**config.mk**
```make
export PLATFORM = sky130hd
export DESIGN_NAME = frame_buffer_ctrl
export DESIGN_NICKNAME = d
export VERILOG_FILES = /design/src/rtl/frame_buffer_ctrl.sv
export SDC_FILE = /design/constraint.sdc
export NUM_CORES = 2
export LEC_CHECK = 0
export CAP_MARGIN = 5
export CELL_PAD_IN_SITES_DETAIL_PLACEMENT = 1
export CELL_PAD_IN_SITES_GLOBAL_PLACEMENT = 2
export CORE_ASPECT_RATIO = 0.9
export CORE_MARGIN = 3
export CORE_UTILIZATION = 39
export CTS_BUF_LIST = sky130_fd_sc_hd__clkbuf_8
export CTS_CLUSTER_SIZE = 20
export DETAILED_ROUTE_END_ITERATION = 10
export DONT_BUFFER_PORTS = 1
export HOLD_SLACK_MARGIN = 0.12
export PLACE_DENSITY_LB_ADDON = 0.1
export SLEW_MARGIN = 20
export SYNTH_ARGS = -nofsm -noshare
export SYNTH_HDL_FRONTEND = slang
export SYNTH_SLANG_ARGS = --single-unit
```
**constraint.sdc**
```tcl
create_clock -name system_clk -period 34.5 [get_ports system_clk]
set_input_delay 3.45 -clock system_clk [delete_from_list [all_inputs] [get_ports system_clk]]
set_output_delay 3.45 -clock system_clk [all_outputs]
set_load 0.005 [all_outputs]
```
**src/rtl/frame_buffer_ctrl.sv**
```systemverilog
// Double-buffered 16x16 monochrome frame store for the LED matrix scan driver.
// Drawing goes to the hidden back buffer; front/back exchange happens only on frame_sync.
module frame_buffer_ctrl #(
  parameter logic CLR_VAL = 1'b0
) (
  input  logic         system_clk,
  input  logic         rst,
  input  logic         wr_en,
  input  logic [3:0]   wr_x,
  input  logic [3:0]   wr_y,
  input  logic         wr_val,
  input  logic         row_wr_en,
  input  logic [3:0]   row_wr_y,
  input  logic [15:0]  row_wr_data,
  input  logic         clear_req,
  input  logic         swap_req,
  input  logic         frame_sync,
  output logic         busy,
  output logic         swap_done,
  output logic [255:0] framebuffer
);

  typedef enum logic [1:0] {
    IDLE      = 2'd0,
    CLEAR     = 2'd1,
    SWAP_WAIT = 2'd2
  } state_t;

  state_t         state, state_next;
  logic [255:0]   buf0, buf1;
  logic [255:0]   back, back_next;
  logic           front_sel, front_sel_next;
  logic [3:0]     cnt, cnt_next;
  logic           swap_done_next;

  assign back        = front_sel ? buf0 : buf1;
  assign framebuffer = front_sel ? buf1 : buf0;

  always_comb begin
    state_next     = state;
    cnt_next       = cnt;
    back_next      = back;
    front_sel_next = front_sel;
    swap_done_next = 1'b0;
    case (state)
      IDLE: begin
        if (clear_req) begin
          state_next = CLEAR;
          cnt_next   = 4'd0;
        end else if (swap_req) begin
          state_next = SWAP_WAIT;
        end else if (row_wr_en) begin
          back_next[{row_wr_y, 4'h0} +: 16] = row_wr_data;
        end else if (wr_en) begin
          back_next[{wr_y, wr_x}] = wr_val;
        end
      end
      CLEAR: begin
        back_next[{cnt, 4'h0} +: 16] = {16{CLR_VAL}};
        cnt_next = cnt + 4'd1;
        if (cnt == 4'd15) state_next = IDLE;
      end
      SWAP_WAIT: begin
        // frame_sync is only honoured here; earlier pulses are not latched
        if (frame_sync) begin
          front_sel_next = ~front_sel;
          swap_done_next = 1'b1;
          state_next     = IDLE;
        end
      end
      default: state_next = IDLE;
    endcase
  end

  always_ff @(posedge system_clk or posedge rst) begin
    if (rst) begin
      state     <= IDLE;
      cnt       <= 4'd0;
      front_sel <= 1'b0;
      busy      <= 1'b0;
      swap_done <= 1'b0;
      buf0      <= '0;
      buf1      <= '0;
    end else begin
      state     <= state_next;
      cnt       <= cnt_next;
      front_sel <= front_sel_next;
      busy      <= (state_next != IDLE);
      swap_done <= swap_done_next;
      // only the back register is ever written
      if (front_sel) buf0 <= back_next;
      else           buf1 <= back_next;
    end
  end

endmodule

```
==> flow_summary.json <==
{
  "status": "finished clean",
  "ys_ff_latch": 521,
  "crit_family": "buffers and inverters",
  "fin_crit_ns": 8.755,
  "ant_nets": 0,
  "cp.buffers_inverters": 4,
  "drt_iter0_drc": 2969,
  "rsz0062_at_grt": "no",
  "dieArea_sq_mm": 0.09210,
  "cts_resized": 0,
  "slew_violations": 0,
  "p_int_mw": 1.352,
  "hp-start": "buf1[8]$_DFFE_PP0N_",
  "area_delta_synth_final_pct": 7.755,
  "portBuffers": 0,
  "fin_nets": 3387,
  "grt_overflow": 0,
  "layout.cells.most_common": "dfrtp_1",
  "hold_buffers": 0,
  "htreeDepth": 3,
  "clock.fmax_mhz": 114.2,
  "min_path_cells": 2,
  "worstPathRequired_ns": 31.05,
  "r2r_start": "front_sel$_DFFE_PP0P_",
  "netlist_instances": 3580,
  "fin_tns_setup_ns": 0,
  "dieHeight_microns": 288.2,
  "rr_worst_depth": 9,
  "hold_violations": 0,
  "stdcell_count": 4579,
  "final_cell_mix": "dfrtp_1, mux2_2, o2bb2ai_1",
  "cts-root-buf": "clkbuf_8",
  "syn_area_per_cell_sq_um": 9.640,
  "synthArstFlopShare_pct": 100.0,
  "path_clk_slew_ns": 0.07,
  "stdcell_area_sq_mm": 0.03719,
  "synthFlopType": "dfrtp_1",
  "routed_via_density": 6.965,
  "leakagePower_nw": 15.67,
  "slowest_delay_ns": 0.91,
  "synth_seq_area_share_pct": 37.78,
  "detail_route.first_pass.iterations": 6,
  "synth_fp_nets": 3623,
  "numPlacedInstances": 4386,
  "rows": 102,
  "slowest_stage": "buf_4",
  "cap_viol_max_count": 0,
  "p_switching_mw": 0.8789,
  "max-vdd-ir-drop_v": 0.00004239,
  "io_pins": 294,
  "cp_common_cell": "buf_4",
  "pwr-share-seq_pct": 35.6,
  "grt_pass1_wl_microns": 235400,
  "vias": 31893,
  "critical_path_class": "flip-flop to output pin",
  "p_comb_share_pct": 34.5,
  "hold_class": "flip-flop to flip-flop",
  "drive_gt1_share_pct": 20.08,
  "syn_area_sq_mm": 0.03451,
  "clock_sinks": 521,
  "synth-edff-count": 0,
  "path_depth": 5,
  "first_global_vias": 32790,
  "regToRegEndpoint": "buf0[111]$_DFFE_PP0P_",
  "switching_share_pct": 39.40,
  "fp.coreArea_sq_mm": 0.08691,
  "yosysUniqueCellTypes": 81,
  "routed_wl_microns": 162700,
  "worst_pin_slew_ns": 1.125,
  "yosys_warnings": 0,
  "grt_max_degree": 223,
  "finalClockSkew_ns": 0.03631,
  "relSlewSlack_pct": 24.79,
  "wl_per_cell_microns": 35.52,
  "cts_tree": "done",
  "path_max_fanout": 126,
  "endpoint_kind": "output pin",
  "fp.dieW_microns": 319.6,
  "cp.arrival_ns": 5.31,
  "grtUsageTotal_pct": 34.24,
  "p_clk_share_pct": 29.8,
  "cts_setup_buffers": 0,
  "clock_latency_ns": 0.77,
  "dp_hpwl_microns": 99490,
  "placed_cell_area_sq_mm": 0.03502,
  "path_cells": "buf_12, buf_4, buf_4, buf_4, mux2_2",
  "gp_congestion": 0.8375,
  "start_util_pct": 39.71,
  "numCtsBuffers": 100,
  "startpoint_type": "flip-flop",
  "setup_violations": 0,
  "holdPathEnd": "buf1[8]$_DFFE_PP0N_",
  "clock_path_buffers": 3,
  "antenna_found_initial": 14,
  "timing.final.crit_share_pct": 25.38,
  "power_density_mw_per_mm2": 59.98,
  "drcViolationCount": 0,
  "rrSetupSlack_ns": 29.03
}
[per-stage QoR]
step	worst slack (ns)	utilization, %	hold WS [ns]	power [mW]
after floorplan	16.50	-	0.4610	1.336
after detailed placement	26.49	40.30	0.4896	1.563
after global placement	26.57	40.27	0.4747	1.530
after global routing	25.52	42.77	0.5290	2.333
after CTS	25.65	42.74	0.5045	2.231
final	25.74	42.79	0.5051	2.231
[area by class of cell]
type	count	area, sq um
clock buffers	136	1872
flip-flops and latches	521	13040
repair buffers	65	520.5
diodes	14	35.03
well taps	1144	1431
clock inverters	43	250.2
inverters	13	58.81
multi-input cells	2643	19980
fillers	9590	49720
[synthesized netlist by cell type (7+ instances only)]
library cell  count  area [sq um]
o311a_1          16         160.2
nand2_1         243         912.1
o21ai_1          14         70.07
mux2i_1         251          2512
a311oi_1         75         656.9
mux2_1            9         101.4
o32ai_1          16         140.1
nand3_1          31         155.2
a221oi_1         47         411.6
nor2b_1          12         75.07
ha_1              7         87.58
a21boi_0         30         225.2
dfrtp_1         521         13040
o22ai_1          16         100.1
mux2_2          381          4290
nor2_1          149         559.3
a211oi_1         19         142.6
a31oi_1         110         688.2
a21oi_1         278          1391
inv_1            13         48.80
clkbuf_1        271          1017
nand2b_1         19         118.9
o22a_1           36         315.3
buf_2           114         570.6
a22o_1           40         350.3
a221oi_2         11         165.2
buf_1            12         45.04
nor3_1           69         345.3
o21ai_0         244          1221
a221o_1          27         270.3
o221ai_1         11         96.34
or2_2            15         93.84
o32a_1           15         150.1
o2bb2ai_1       351          3074
[layer usage]
metal,vias up,global-route usage [%],share of wire (%)
met1,16640,45.03,42
met4,2,17.94,5.5
met5,-,0,0.012
met3,383,8.808,8.7
li1,13354,-,-
met2,1514,52.02,44
[worst max path at each step]
stage / startpoint / end / slack, ns
floorplan: rst / buf0[0]$_DFFE_PP0P_ / 16.50
global placement: front_sel$_DFFE_PP0P_ / framebuffer[43] / 26.57
detailed placement: front_sel$_DFFE_PP0P_ / framebuffer[39] / 26.49
CTS: front_sel$_DFFE_PP0P_ / framebuffer[39] / 25.65
global route: front_sel$_DFFE_PP0P_ / framebuffer[111] / 25.52
finish: front_sel$_DFFE_PP0P_ / framebuffer[39] / 25.74
[power groups by stage]
stage,clock [mW],combinational (mW),sequential (mW)
after floorplan,0,0.573,0.763
after global routing,0.702,0.824,0.807
after global placement,0,0.738,0.793
after detailed placement,0,0.761,0.801
final,0.666,0.770,0.794
after CTS,0.675,0.765,0.792
[cell families (layout without fill, tap and decap cells)]
family                     after synthesis  count (layout)  share of synthesized area [%]
adders and majority gates                7               7                         0.2538
muxes                                  641             641                          20.01
and+or+nand+nor                        598             598                          7.900
buffers and inverters                  416             257                          5.057
DFF                                    521             521                          37.78
xor gates and xnor gates                 3               3                        0.07615
other                                    0              14                              0
AOI/OAI and AO/OA                     1394            1394                          28.93
[worst reg2reg max path, delay by kind of cell, from the launching register on]
kind	cells	cell delay [ns]
flip-flops	1	0.67
AO/OA/AOI/OAI	4	0.76
multiplexers	1	0.47
buffers and inverters	4	3.42
[state kept, by name (all words and copies together) (netlist names)]
register,flops
buf0,256
buf1,256
busy,1
cnt,4
front_sel,1
state,2
swap_done,1
(Power assumes the default switching activity.)
